===== src/rtl/uart_loader_ctrl.sv =====
// uart_loader_ctrl
//
// Boot-loader controller that sits behind the UART receiver. It parses a
// framed byte stream into 32-bit word writes and holds the CPU in reset
// while loading. When a frame is loaded and its checksum matches, it
// releases the CPU with the frame base address as the entry PC.
//
// Frame layout:
//   SYNC, ADDR[4] (LE), LEN[2] (LE word count N), DATA[4*N] (LE words), CSUM
//   CSUM is the mod-256 sum of every byte after SYNC and before CSUM.
//
// Ports:
//   clk, rst            system clock, synchronous active-high reset
//   i_rx_data/valid     byte stream from the UART receiver
//   o_rx_ready          a byte is taken when i_rx_valid & o_rx_ready
//   i_rx_frame_error    one-cycle receiver frame-error pulse
//   i_rx_overrun_error  one-cycle receiver overrun pulse
//   o_mem_addr/wdata    word write toward instruction/data RAM
//   o_mem_valid         write request; taken when o_mem_valid & i_mem_ready
//   o_core_reset        holds the CPU in reset
//   o_entry_pc          load base address, meaningful while o_done
//   o_busy              a frame is in progress
//   o_done / o_error    sticky status of the last frame
//   o_err_code          0 none, 1 checksum, 2 UART line error, 3 timeout
//
// Optional build macro UART_LOADER_ACK_EN adds o_tx_data/o_tx_valid/
// i_tx_ready. It sends 'K' on success, or 'E' followed by '0'+code on
// failure. Without the macro those ports do not exist.
module uart_loader_ctrl #(
    parameter logic [7:0]  SYNC_BYTE      = 8'hA5,
    parameter int unsigned TIMEOUT_CYCLES = 5000000
) (
    input  logic        clk,
    input  logic        rst,
    input  logic [7:0]  i_rx_data,
    input  logic        i_rx_valid,
    output logic        o_rx_ready,
    input  logic        i_rx_frame_error,
    input  logic        i_rx_overrun_error,
    output logic [31:0] o_mem_addr,
    output logic [31:0] o_mem_wdata,
    output logic        o_mem_valid,
    input  logic        i_mem_ready,
    output logic        o_core_reset,
    output logic [31:0] o_entry_pc,
    output logic        o_busy,
    output logic        o_done,
    output logic        o_error,
    output logic [1:0]  o_err_code
`ifdef UART_LOADER_ACK_EN
    ,
    output logic [7:0]  o_tx_data,
    output logic        o_tx_valid,
    input  logic        i_tx_ready
`endif
);

    typedef enum logic [2:0] {
        IDLE, ADDR, LEN, DATA, WRITE, CHECK, DONE, ERROR
    } state_t;

    localparam logic [1:0]  ERR_CSUM = 2'd1;
    localparam logic [1:0]  ERR_LINE = 2'd2;
    localparam logic [1:0]  ERR_TMO  = 2'd3;
    localparam bit          TMO_EN   = (TIMEOUT_CYCLES != 0);
    localparam logic [32:0] TMO_LIM  = 33'(TIMEOUT_CYCLES) - 33'd1;

    state_t      state, state_n;
    logic [1:0]  byte_cnt, byte_cnt_n;
    logic [31:0] base, base_n;
    logic [15:0] len, len_n;          // LEN shift register, then remaining words
    logic [7:0]  sum, sum_n;
    logic [31:0] tmo, tmo_n;

    logic [31:0] mem_addr_n, mem_wdata_n, entry_pc_n;
    logic        mem_valid_n, core_reset_n, busy_n, done_n, error_n;
    logic [1:0]  err_code_n;

    logic        rx_acc, line_err, tmo_hit, fail;
    logic [1:0]  fail_code;

    assign o_rx_ready = !rst && (state != WRITE);
    assign rx_acc     = i_rx_valid && o_rx_ready;
    assign line_err   = i_rx_frame_error || i_rx_overrun_error;
    // Fires on the cycle whose increment would make the idle count reach
    // TIMEOUT_CYCLES-1.
    assign tmo_hit    = TMO_EN && (({1'b0, tmo} + 33'd1) >= TMO_LIM);

    always_ff @(posedge clk) begin
        if (rst) begin
            state        <= IDLE;
            byte_cnt     <= '0;
            base         <= '0;
            len          <= '0;
            sum          <= '0;
            tmo          <= '0;
            o_mem_addr   <= '0;
            o_mem_wdata  <= '0;
            o_mem_valid  <= 1'b0;
            o_core_reset <= 1'b1;
            o_entry_pc   <= '0;
            o_busy       <= 1'b0;
            o_done       <= 1'b0;
            o_error      <= 1'b0;
            o_err_code   <= '0;
        end else begin
            state        <= state_n;
            byte_cnt     <= byte_cnt_n;
            base         <= base_n;
            len          <= len_n;
            sum          <= sum_n;
            tmo          <= tmo_n;
            o_mem_addr   <= mem_addr_n;
            o_mem_wdata  <= mem_wdata_n;
            o_mem_valid  <= mem_valid_n;
            o_core_reset <= core_reset_n;
            o_entry_pc   <= entry_pc_n;
            o_busy       <= busy_n;
            o_done       <= done_n;
            o_error      <= error_n;
            o_err_code   <= err_code_n;
        end
    end

    always_comb begin
        state_n      = state;
        byte_cnt_n   = byte_cnt;
        base_n       = base;
        len_n        = len;
        sum_n        = sum;
        tmo_n        = tmo;
        mem_addr_n   = o_mem_addr;
        mem_wdata_n  = o_mem_wdata;
        mem_valid_n  = o_mem_valid;
        core_reset_n = o_core_reset;
        entry_pc_n   = o_entry_pc;
        busy_n       = o_busy;
        done_n       = o_done;
        error_n      = o_error;
        err_code_n   = o_err_code;
        fail         = 1'b0;
        fail_code    = 2'd0;

        unique case (state)
            IDLE, DONE, ERROR: begin
                // Only a SYNC byte starts a frame; anything else is dropped.
                if (rx_acc && (i_rx_data == SYNC_BYTE)) begin
                    state_n      = ADDR;
                    byte_cnt_n   = '0;
                    sum_n        = '0;
                    done_n       = 1'b0;
                    error_n      = 1'b0;
                    err_code_n   = '0;
                    core_reset_n = 1'b1;
                    busy_n       = 1'b1;
                end
            end
            WRITE: begin
                // Line errors are ignored here, so the write in flight
                // always completes.
                if (i_mem_ready) begin
                    mem_valid_n = 1'b0;
                    mem_addr_n  = o_mem_addr + 32'd4;
                    len_n       = len - 16'd1;
                    state_n     = (len == 16'd1) ? CHECK : DATA;
                end
            end
            default: begin
                // ADDR, LEN, DATA, CHECK
                // Priority: line error, then timeout, then byte processing.
                if (line_err) begin
                    fail      = 1'b1;
                    fail_code = ERR_LINE;
                end else if (tmo_hit) begin
                    fail      = 1'b1;
                    fail_code = ERR_TMO;
                end else if (rx_acc) begin
                    byte_cnt_n = byte_cnt + 2'd1;
                    if (state != CHECK) begin
                        sum_n = sum + i_rx_data;
                    end
                    case (state)
                        ADDR: begin
                            base_n = {i_rx_data, base[31:8]};
                            if (byte_cnt == 2'd3) begin
                                base_n[1:0] = 2'b00;
                                mem_addr_n  = base_n;
                                byte_cnt_n  = '0;
                                state_n     = LEN;
                            end
                        end
                        LEN: begin
                            len_n = {i_rx_data, len[15:8]};
                            if (byte_cnt == 2'd1) begin
                                byte_cnt_n = '0;
                                state_n    = (len_n != '0) ? DATA : CHECK;
                            end
                        end
                        DATA: begin
                            mem_wdata_n = {i_rx_data, o_mem_wdata[31:8]};
                            if (byte_cnt == 2'd3) begin
                                byte_cnt_n  = '0;
                                mem_valid_n = 1'b1;
                                state_n     = WRITE;
                            end
                        end
                        CHECK: begin
                            if (i_rx_data == sum) begin
                                state_n      = DONE;
                                done_n       = 1'b1;
                                core_reset_n = 1'b0;
                                entry_pc_n   = base;
                                busy_n       = 1'b0;
                            end else begin
                                fail      = 1'b1;
                                fail_code = ERR_CSUM;
                            end
                        end
                        default: ;
                    endcase
                end
            end
        endcase

        if (fail) begin
            state_n      = ERROR;
            error_n      = 1'b1;
            err_code_n   = fail_code;
            busy_n       = 1'b0;
            core_reset_n = 1'b1;
        end

        // The idle counter restarts on every accepted byte and on every
        // state change. It is frozen while a write is outstanding.
        if (rx_acc || (state_n != state) ||
            (state == IDLE) || (state == DONE) || (state == ERROR)) begin
            tmo_n = '0;
        end else if (state != WRITE) begin
            tmo_n = tmo + 32'd1;
        end
    end

`ifdef UART_LOADER_ACK_EN
    logic       tx_pend;
    logic [7:0] tx_pend_data;
    logic       enter_done, enter_error, restart;

    assign enter_done  = (state_n == DONE)  && (state != DONE);
    assign enter_error = (state_n == ERROR) && (state != ERROR);
    assign restart     = (state_n == ADDR) &&
                         ((state == IDLE) || (state == DONE) || (state == ERROR));

    // A new SYNC wins over any acknowledge still being sent.
    always_ff @(posedge clk) begin
        if (rst || restart) begin
            o_tx_valid   <= 1'b0;
            o_tx_data    <= '0;
            tx_pend      <= 1'b0;
            tx_pend_data <= '0;
        end else if (enter_done) begin
            o_tx_valid <= 1'b1;
            o_tx_data  <= 8'h4B;
            tx_pend    <= 1'b0;
        end else if (enter_error) begin
            o_tx_valid   <= 1'b1;
            o_tx_data    <= 8'h45;
            tx_pend      <= 1'b1;
            tx_pend_data <= 8'h30 + {6'd0, err_code_n};
        end else if (o_tx_valid && i_tx_ready) begin
            if (tx_pend) begin
                o_tx_data <= tx_pend_data;
                tx_pend   <= 1'b0;
            end else begin
                o_tx_valid <= 1'b0;
            end
        end
    end
`endif

endmodule


===== config.mk =====
export PLATFORM = sky130hd
export DESIGN_NAME = uart_loader_ctrl
export DESIGN_NICKNAME = d
export VERILOG_FILES = /design/src/rtl/uart_loader_ctrl.sv
export SDC_FILE = /design/constraint.sdc
export NUM_CORES = 1
export LEC_CHECK = 0
export ABC_AREA = 1
export BUFFER_PORTS_ARGS = -buffer_cell sky130_fd_sc_hd__buf_4
export CORE_MARGIN = 5
export CORE_UTILIZATION = 40
export CTS_CLUSTER_SIZE = 16
export DETAILED_ROUTE_END_ITERATION = 10
export PLACE_DENSITY = 0.68
export SYNTH_ARGS = -nofsm -noshare
export SYNTH_HDL_FRONTEND = slang
export SYNTH_SLANG_ARGS = --single-unit

===== constraint.sdc =====
create_clock -name clk -period 2.7 [get_ports clk]
set_input_delay 0 -clock clk [delete_from_list [all_inputs] [get_ports clk]]
set_output_delay 0 -clock clk [all_outputs]
set_load 0.01 [all_outputs]

---- Word level (Yosys, flattened, before mapping) ----
Cells that the tools add are included.
W data, S select, Z words.
word-level totals
  register bits after elaboration ......... 196
  input port bits ......................... 14
  output and inout port bits .............. 104
  word-level logic and storage cells ...... 164
cells by class
  $add $sub $neg .......................... 6
  magnitude comparators ................... 1
  equality and inequality tests ........... 21
  mux-type cells .......................... 79
  bitwise gates (word level) .............. 5
  reductions and logical operators ........ 37
operators with widths
  operator                 count
  $mux W32                 6
  $mux W16                 5
  $pmux W32 S2             1
  $mux W8                  5
  $mux W3                  12
  $add A32 B1 Y33 const B  1
  $ge A33 B23 Y1 const B   1
  $add A32 B1 Y32 const B  1
  $add A32 B3 Y32 const B  1
  $pmux W16 S2             1
  $mux W1                  29
  $mux W2                  12
  $reduce_bool A2 Y1       11
  $reduce_and A7 Y1        3
  $reduce_and A6 Y1        3
  $eq A16 B1 Y1 const B    1
  $pmux W8 S2              1
  $reduce_bool A16 Y1      1
  $sub A16 B1 Y16 const B  1
  $reduce_and A5 Y1        3
  $eq A3 B3 Y1 const B     4
  $pmux W3 S4              1
  $add A8 B8 Y8            1
  $eq A8 B8 Y1             1
  other kinds (22)         43

---- Longest topological paths before layout ----
Gate-level depths: netlist of run 1.
  depth in word-level cells ............... 15
  depth in mapped cells ................... 23
  gate-level depth less buffers ........... 23

---- Worst setup path after synthesis of run 1 ----
OpenSTA, ideal clock, no wires.
  path kind ............................... register to register
  start ................................... reg o_mem_addr[2]
  end ..................................... reg o_mem_addr[30]
  library setup time ...................... 115 ps
  arrival time ............................ 2584 ps
  data required time ...................... 2585 ps
  path slack .............................. 2 ps
  cell stages (with the launch flop) ...... 15
  buffers on the path ..................... 0
  period minus slack after synthesis ...... 2698 ps
  cell sequence ........................... dfxtp_1 -> ha_1 -> nand3_1 -> nor3_1 -> nand4_1 -> nor2_1 -> nand2_1 -> nor3_1 -> nand3_1 -> nor3_1 -> nand4_1 -> xor2_1 -> nand2_1 -> o21ai_0 -> o21a_1
between the ends
  word-level cells in the longest chain between the ends .. 3
RTL lines
  item                      RTL line  RTL
  start: declaration        40        output logic [31:0] o_mem_addr,
  start signal: assignment  113       o_mem_addr <= mem_addr_n;
  $add A32 B3 Y32           163       mem_addr_n = o_mem_addr + 32'd4;
  $mux W32                  161       if (i_mem_ready) begin
  $pmux W32 S2              144       unique case (state)
Every way passes these cells. The select of a mux whose other input is x is not followed.
A chain may end at the register's enable or synchronous reset.

---- Worst setup path after layout of run 1 ----
  start ................................... reg tmo[0]
  end ..................................... reg tmo[11]
between the ends
  word-level cells in the longest chain between the ends .. 12
  elaborated cells on any way between the ends .. 16
  classes of those cells .................. 2 x add/sub; 1 x order compare; 1 x eq/ne; 7 x mux; 5 x reduce/logical
RTL lines
  item                                    RTL line  RTL
  start: declaration                      73        logic [31:0] tmo, tmo_n;
  start signal: assignment                112       tmo <= tmo_n;
  $add A32 B1 Y33                         87        assign tmo_hit = TMO_EN && (({1'b0, tmo} + 33'd1) >= TMO_LIM);
  $ge A33 B23 Y1                          87
  $mux W3 or $mux W1 (tied branches)      174       end else if (tmo_hit) begin
  $mux W3 or $mux W1 (tied branches)      171       if (line_err) begin
  $pmux W3 S2 or $mux W1 (tied branches)  144
  $mux W3                                 225       if (fail) begin
  $ne A3 B3 Y1                            235       if (rx_acc || (state_n != state) ||
  $logic_or A1 B1 Y1 (2 in a row)         235
  $logic_or A1 B1 Y1 (2 in a row)         236       (state == IDLE) || (state == DONE) || (state == ERROR)) begin
  $reduce_or A2 Y1 (no source line)       n/a
Several ways; a longest one is shown, not always the timed one.

==> flow_metrics.env, run 1 <==
export IMPL_outcome="finished with violations"
export IMPL_violations="negative setup slack"
export IMPL_regToRegStartpoint="tmo[0]"
export IMPL_post_route_drc_count=0
export IMPL_yosysWarnings=0
export IMPL_cts_buffer_depth=2
export IMPL_cts_root_buf="clkbuf_16"
export IMPL_via_per_inst=5.19
export IMPL_met3_usage_pct=3.57
export IMPL_clk_latency_ns=0.46
export IMPL_criticalPathCategory="reg -> reg"
export IMPL_slew_headroom_pct=63.2
export IMPL_rrSetupSlack_ns=-0.26
export IMPL_core_area_um2=26000
export IMPL_num_vias=11271
export IMPL_ys_types=48
export IMPL_mostFrequentLayoutCell="nand2_1"
export IMPL_power_mw=9.79
export IMPL_antenna_left=0
export IMPL_worst_pin_slew_ns=0.551
export IMPL_portBuffers=115
export IMPL_drtIter0Drc=840
export IMPL_die_height_um=172
export IMPL_synth_top_area_share_pct=36.8
export IMPL_min_delay_path_class="in -> reg"
export IMPL_die_w_um=172
export IMPL_grt_use_total_pct=21.5
export IMPL_cts_sinks=194
export IMPL_p_per_area_nw_per_um2=665
export IMPL_routabilityCongestion=0.910
export IMPL_slew_viol_final=0
export IMPL_dp_cells=2097
export IMPL_grt_pass1_vias=10795
export IMPL_finalSetupTns_ns=-18.68
export IMPL_grt_pass1_wl_mm=52.3
export IMPL_nets=1854
export IMPL_ctsHtreeMaxLevel=4
export IMPL_wire_per_inst_um=15.7
export IMPL_cts_tree="yes"
export IMPL_grt_busiest_layer="met2"
export IMPL_min_period_ns=2.96
export IMPL_fmax_mhz=338
export IMPL_ys_seq_area_share_pct=36.8
export IMPL_cp_end_kind="flop"
export IMPL_yosysTopAreaCell="dfxtp_1"
export IMPL_drive_gt1_share_pct=30.2
export IMPL_synth_avg_cell_area_um2=6.78
export IMPL_hold_depth=3
export IMPL_final_cell_mix="300 x nand2_1, 265 x buf_4, 192 x nor2_1"
export IMPL_insertedDiodeCount=0
export IMPL_start_util_pct=40.6
export IMPL_grt_use_met1_pct=26.3
export IMPL_rows=59
export IMPL_setup_slack_ns=-0.260
export IMPL_fin_util_pct=56.7
export IMPL_dp_slack_ns=-0.326
export IMPL_r2r_end="tmo[11]"
export IMPL_clk_pin_slew_ns=0.09
export IMPL_grt_max_degree=60
export IMPL_leakage_nw=6.51
export IMPL_antenna_found_initial=0
export IMPL_path_max_fanout=10
export IMPL_grt_use_met2_pct=37.4
export IMPL_min_period_over_period_pct=110
export IMPL_irDropWorstVdd_mv=0.679
export IMPL_rsz0062_at_grt="yes"
export IMPL_top_level_ports=118
export IMPL_arrival_ns=3.33
export IMPL_dr_pass1_iters=5
export IMPL_hpwl_mm=23.2
export IMPL_crit_required_ns=3.07
export IMPL_finalSetupViolations=143
export IMPL_cp_start_kind="flop"
export IMPL_hold_path_startpoint="rst"
export IMPL_die_area_um2=29700
export IMPL_min_to="o_mem_addr[28]"
export IMPL_max_cap_violations=0
export IMPL_layoutNonFillerInstCount=2172
export IMPL_final_hold_violation_count=0
export IMPL_synth_seq_cells=194
export IMPL_ff2ff_path_depth=22
export IMPL_syn_inst=1555
export IMPL_layout_area_overhead_vs_synth_pct=39.6
export IMPL_skew_ns=0.0210
export IMPL_netlist_top_cells_area="dfxtp_1 37%, nand2_1 12%, o21ai_0 9.0%, nor2_1 8.5%, a21oi_1 5.4%"
export IMPL_routed_wl_mm=34.0
export IMPL_startpoint="tmo[0]"
export IMPL_grt_remaining_overflow=0
export IMPL_syn_cell_area_um2=10500
export IMPL_cts_buffers=17
## metal layers
layer | vias to the layer above | wire length (um)
met1 | 5252 | 14300
met3 | 82 | 1430
met5 | - | 0
met2 | 305 | 16900
li1 | 5632 | -
met4 | 0 | 1380
## report_power, final
part / switching [mW] / leakage, nW / total, mW / internal, mW
Combinational: 2.34 / 4.62 / 3.75 / 1.41
Sequential: 0.152 / 1.57 / 3.19 / 3.03
Clock: 1.51 / 0.320 / 2.85 / 1.34
Total: 4.01 / 6.51 / 9.79 / 5.78
## flip-flops by register name, summed over array words and instances (netlist names)
register,count
o_err_code,2
byte_cnt,2
sum,8
o_mem_wdata,32
base,32
state,3
o_mem_addr,30
tmo,32
len,16
o_busy,1
o_entry_pc,32
o_core_reset,1
o_mem_valid,1
o_error,1
o_done,1
## worst max-delay path by stage
stage / to / cells past startpoint
floorplan: o_mem_addr[30] / 14
global placement: o_entry_pc[4] / 20
detailed placement: o_entry_pc[4] / 20
CTS: tmo[0] / 23
global route: tmo[2] / 22
finish: tmo[11] / 22
## synth_stat cells (all sizes together)
master	number
nand4	22
nand2	349
a2111oi	1
nand3	63
o21bai	2
o21a	2
o211ai	4
inv	144
a21oi	114
fa	1
nor3	52
a21boi	1
xnor2	1
o21ai	195
nand3b	9
clkbuf	41
conb	1
a211oi	9
o22ai	2
a2bb2oi	3
nor2	255
ha	15
a221oi	1
or3	1
dfxtp	194
xor2	33
nor4	3
or2	2
o211a	2
a21o	1
a31oi	3
buf	26
clkinv	2
o221ai	1
## metrics by stage
step	hold slack, ns	instance area, um2
after global routing	0.158	14700
after detailed placement	0.266	12800
after floorplan	0.148	10500
final	0.142	14700
after CTS	0.113	13900
after global placement	0.265	12800
## kinds of logic (layout without fill, tap and decap cells)
| group | Yosys count | after routing | synth area share [%] |
|---|---|---|---|
| flops | 194 | 194 | 36.8 |
| simple gates | 756 | 756 | 32.8 |
| buf+inv | 213 | 494 | 8.37 |
| xor+xnor | 34 | 34 | 2.82 |
| other cells | 1 | 2 | 0.0356 |
| fa+ha+maj | 16 | 16 | 1.97 |
| compound gates | 341 | 341 | 17.2 |
## repair_timing
action	CTS	global route
buffers inserted	9	12
gates resized for setup	81	156
endpoints found under the hold margin	18	0
pin swaps	11	18
setup endpoints to repair	191	194
hold buffers	11	0
gates cloned	1	11
## critical path, cell delays in order (launching register included)
cell and delay (ns):
dfxtp_4 0.37, ha_4 0.14, inv_2 0.05, nor2_4 0.15, nand2_2 0.10, nor2_4 0.18
nand2_1 0.07, nand2_1 0.07, nand2_2 0.07, nor2_4 0.13, nand2_2 0.08, nor2_2 0.11
nand2_2 0.07, nor2_4 0.13, nand4_4 0.14, nand2_4 0.13, nand2_8 0.07, nor2_4 0.12
nand2_2 0.07, nand2_2 0.08, nand3_4 0.15, clkbuf_16 0.24, nor3_2 0.14
## layout make-up
class / instances / area [um2]
clock buffers: 17 / 425
clock inverters: 15 / 243
fillers: 2373 / 11300
inverters: 146 / 563
multi-input cells: 1149 / 6360
flip-flops and latches: 194 / 3910
well taps: 335 / 419
repair buffers: 316 / 2810
Power figures use the tool's default switching activity.
==> run 2, diff against run 1 <==
--- a/config.mk
+++ b/config.mk
@@ -5,13 +5,12 @@
 export SDC_FILE = /design/constraint.sdc
 export NUM_CORES = 1
 export LEC_CHECK = 0
-export ABC_AREA = 1
 export BUFFER_PORTS_ARGS = -buffer_cell sky130_fd_sc_hd__buf_4
 export CORE_MARGIN = 5
 export CORE_UTILIZATION = 40
 export CTS_CLUSTER_SIZE = 16
 export DETAILED_ROUTE_END_ITERATION = 10
-export PLACE_DENSITY = 0.68
+export PLACE_DENSITY = 0.66
 export SYNTH_ARGS = -nofsm -noshare
 export SYNTH_HDL_FRONTEND = slang
 export SYNTH_SLANG_ARGS = --single-unit
==> constraint.sdc (replaced) <==
create_clock -name clk -period 3.15 [get_ports clk]
set_input_delay 0 -clock clk [delete_from_list [all_inputs] [get_ports clk]]
set_output_delay 0 -clock clk [all_outputs]
set_load 0.01 [all_outputs]
==> flow_metrics.env, run 2 <==
export IMPL_via_per_inst=5.68
export IMPL_synthFlopType="dfxtp_1"
export IMPL_wire_per_inst_um=17.5
export IMPL_syn_cell_area_um2=10200
export IMPL_startpoint="tmo[1]"
export IMPL_regToRegStartpoint="tmo[1]"
export IMPL_synth_most_common_cell="nand2_1"
export IMPL_min_period_ns=3.34
export IMPL_rsz0062_at_grt="yes"
export IMPL_antenna_found_initial=0
export IMPL_ys_types=82
export IMPL_crit_family="simple AND/OR/NAND/NOR gates"
export IMPL_leakage_nw=5.19
export IMPL_antenna_left=0
export IMPL_outcome="finished with violations"
export IMPL_min_to="tmo[1]"
export IMPL_crit_required_ns=3.46
export IMPL_ff2ff_path_depth=14
export IMPL_synth_top_family_by_area="simple AND/OR/NAND/NOR gates"
export IMPL_num_vias=10689
export IMPL_worst_pin_slew_ns=1.00
export IMPL_die_w_um=170
export IMPL_criticalPathCategory="reg -> reg"
export IMPL_path_max_fanout=21
export IMPL_syn_inst=1323
export IMPL_mostFrequentLayoutCell="nand2_1"
export IMPL_synthTopCellsByCount="296 x nand2_1, 194 x dfxtp_1, 172 x a21oi_1, 68 x nor2_1, 66 x clkbuf_1"
export IMPL_grt_max_degree=82
export IMPL_synthArstFlopShare_pct=0
export IMPL_netlist_top_cells_area="dfxtp_1 38%, nand2_1 11%, a21oi_1 8.4%, nor4_2 3.4%, xnor2_1 2.7%"
export IMPL_arrival_ns=3.65
export IMPL_synth_edff_count=0
export IMPL_hpwl_mm=21.7
export IMPL_post_route_drc_count=0
export IMPL_drtIter0Drc=826
export IMPL_rrSetupSlack_ns=-0.19
export IMPL_cpPeakStageDelay_ns=0.41
export IMPL_crit_top_cell="buf_4"
export IMPL_hold_path_startpoint="i_rx_valid"
export IMPL_cts_tree="yes"
export IMPL_synth_fa_ha_area_share_pct=2.03
export IMPL_yosys_mux_area_fraction_pct=1.28
export IMPL_routabilityCongestion=0.890
export IMPL_drive_gt1_share_pct=30.1
export IMPL_portBuffers=115
export IMPL_max_cap_violations=0
export IMPL_grt_pass1_wl_mm=52.8
export IMPL_grt_pass1_vias=10050
export IMPL_crit_chain="ha_4 -> buf_4 -> nand3_2 -> nor4_4 -> xnor2_2 -> nand4b_1 -> o32a_1 -> a211oi_4 -> buf_6 -> nor4b_4 -> buf_4 -> nor3_4 -> buf_12 -> nor4_2"
export IMPL_stdcell_area_um2=14000
export IMPL_synth_xor_area_share_pct=4.27
export IMPL_layout_area_overhead_vs_synth_pct=36.3
export IMPL_slew_headroom_pct=33.0
export IMPL_setup_slack_ns=-0.189
export IMPL_cp_end_kind="flop"
export IMPL_insertedDiodeCount=0
export IMPL_skew_ns=0.0165
export IMPL_power_mw=7.65
export IMPL_nets=1571
export IMPL_rows=58
export IMPL_cp_num_buf_inv=4
export IMPL_r2r_end="tmo[10]"
export IMPL_grt_use_total_pct=22.0
export IMPL_hold_depth=5
export IMPL_start_util_pct=40.7
export IMPL_cts_sinks=194
export IMPL_ys_seq_area_share_pct=37.9
export IMPL_finalSetupViolations=158
export IMPL_slew_viol_final=0
export IMPL_synth_seq_cells=194
export IMPL_die_height_um=170
export IMPL_dr_pass1_iters=5
export IMPL_yosysTopAreaCell="dfxtp_1"
export IMPL_final_cell_mix="292 x nand2_1, 253 x buf_4, 185 x dfxtp_1"
export IMPL_cp_start_kind="flop"
export IMPL_core_area_um2=25200
export IMPL_die_area_um2=28900
export IMPL_dp_cells=1806
export IMPL_synth_compound_area_share_pct=18.6
export IMPL_cts_buffer_depth=2
export IMPL_cts_buffers=17
export IMPL_irDropWorstVdd_mv=0.456
export IMPL_routed_wl_mm=33.0
export IMPL_p_per_area_nw_per_um2=548
export IMPL_clk_latency_ns=0.44
export IMPL_ctsHtreeMaxLevel=4
export IMPL_synth_top_area_share_pct=37.9
export IMPL_top_level_ports=118
export IMPL_violations="negative setup slack"
export IMPL_yosysWarnings=0
export IMPL_min_delay_path_class="in -> reg"
export IMPL_synth_avg_cell_area_um2=7.75
export IMPL_place_area_um2=12400
export IMPL_layoutNonFillerInstCount=1883
export IMPL_synthSimpleGateAreaFrac_pct=30.7
export IMPL_clk_pin_slew_ns=0.07
export IMPL_grt_remaining_overflow=0
export IMPL_final_hold_violation_count=0
export IMPL_cts_root_buf="clkbuf_16"
export IMPL_hold_slack_ns=0.123
export IMPL_min_period_over_period_pct=106
export IMPL_fmax_mhz=300
export IMPL_cp_slowest_cell="o32a_1"
==> run 2: changes by cell type after synthesis, moves of 15 or more <==
cell / change
nor2_1: -170
o21ai_0: -147
inv_1: -124
a21oi_1: +58
nand2_1: -34
xnor2_1: +31
nor3_2: -28
nor4_2: +28
clkbuf_1: +25
and3_1: +20
buf_2: +17
nand2_2: -15
nor4_1: +15
xor2_1: -15
==> run 2: worst reg2reg max path: stages, from the launching register on <==
cell      delay, ns
dfxtp_4        0.39
ha_4           0.14
buf_4          0.11
nand3_2        0.10
nor4_4         0.33
xnor2_2        0.10
nand4b_1       0.20
o32a_1         0.41
a211oi_4       0.40
buf_6          0.18
nor4b_4        0.04
buf_4          0.16
nor3_4         0.33
buf_12         0.23
nor4_2         0.09
==> run 2: worst max path at each step <==
stage	slack, ns	end	cells past startpoint
after floorplan	-0.006	byte_cnt[0]	13
after global placement	-0.12	state[0]	10
after detailed placement	-0.21	tmo[6]	11
after CTS	-0.14	state[0]	12
after global routing	-0.28	o_entry_pc[17]	14
final	-0.19	tmo[10]	14
==> run 2: what timing repair did <==
item | CTS | global route
resized for setup | 67 | 70
endpoints found under the hold margin | 24 | 0
buffers inserted | 22 | 6
gates cloned | 8 | 2
hold buffers | 9 | 0
pin swaps | 40 | 13
setup endpoints to repair | 176 | 192
==> run 2: logic make-up (layout without fill, tap and decap cells) <==
| logic type | after synthesis | after routing |
|---|---|---|
| compound gates | 315 | 318 |
| xor+xnor | 50 | 50 |
| fa+ha+maj | 16 | 16 |
| buf+inv | 121 | 347 |
| flops | 194 | 194 |
| mux | 13 | 13 |
| other cells | 1 | 2 |
| simple gates | 613 | 613 |
==> run 2: through the flow <==
stage,util (%),TNS [ns],setup WS (ns)
after floorplan,-,-0.00562,-0.00562
after detailed placement,49.2,-20.19,-0.209
final,55.5,-13.55,-0.189
after global routing,55.5,-37.32,-0.280
after CTS,54.0,-10.00,-0.142
after global placement,49.2,-14.05,-0.122
==> run 2: per-layer routing <==
| metal | global-route usage, % | routed length [um] | vias to the layer above |
|---|---|---|---|
| met5 | 0 | 0 | - |
| met4 | 6.56 | 561 | 0 |
| met3 | 2.60 | 1560 | 57 |
| met2 | 36.3 | 15900 | 324 |
| met1 | 30.2 | 14900 | 5163 |
| li1 | - | - | 5145 |
==> run 2: layout make-up <==
class                           instances  area, um2
Sequential cell                       194       3900
Inverter                               15       56.3
Clock buffer                           17        425
Multi-Input combinational cell       1012       6410
Tap cell                              330        413
Clock inverter                         14        169
Timing Repair Buffer                  301       2590
Fill cell                            2292      11200
==> run 2: where the power goes <==
group / leakage (nW) / switching (mW) / total (mW) / internal, mW
registers: 1.57 / 0.0890 / 2.63 / 2.54
clock network: 0.280 / 1.07 / 2.21 / 1.13
logic: 3.34 / 1.82 / 2.81 / 0.998
total: 5.19 / 2.98 / 7.65 / 4.67
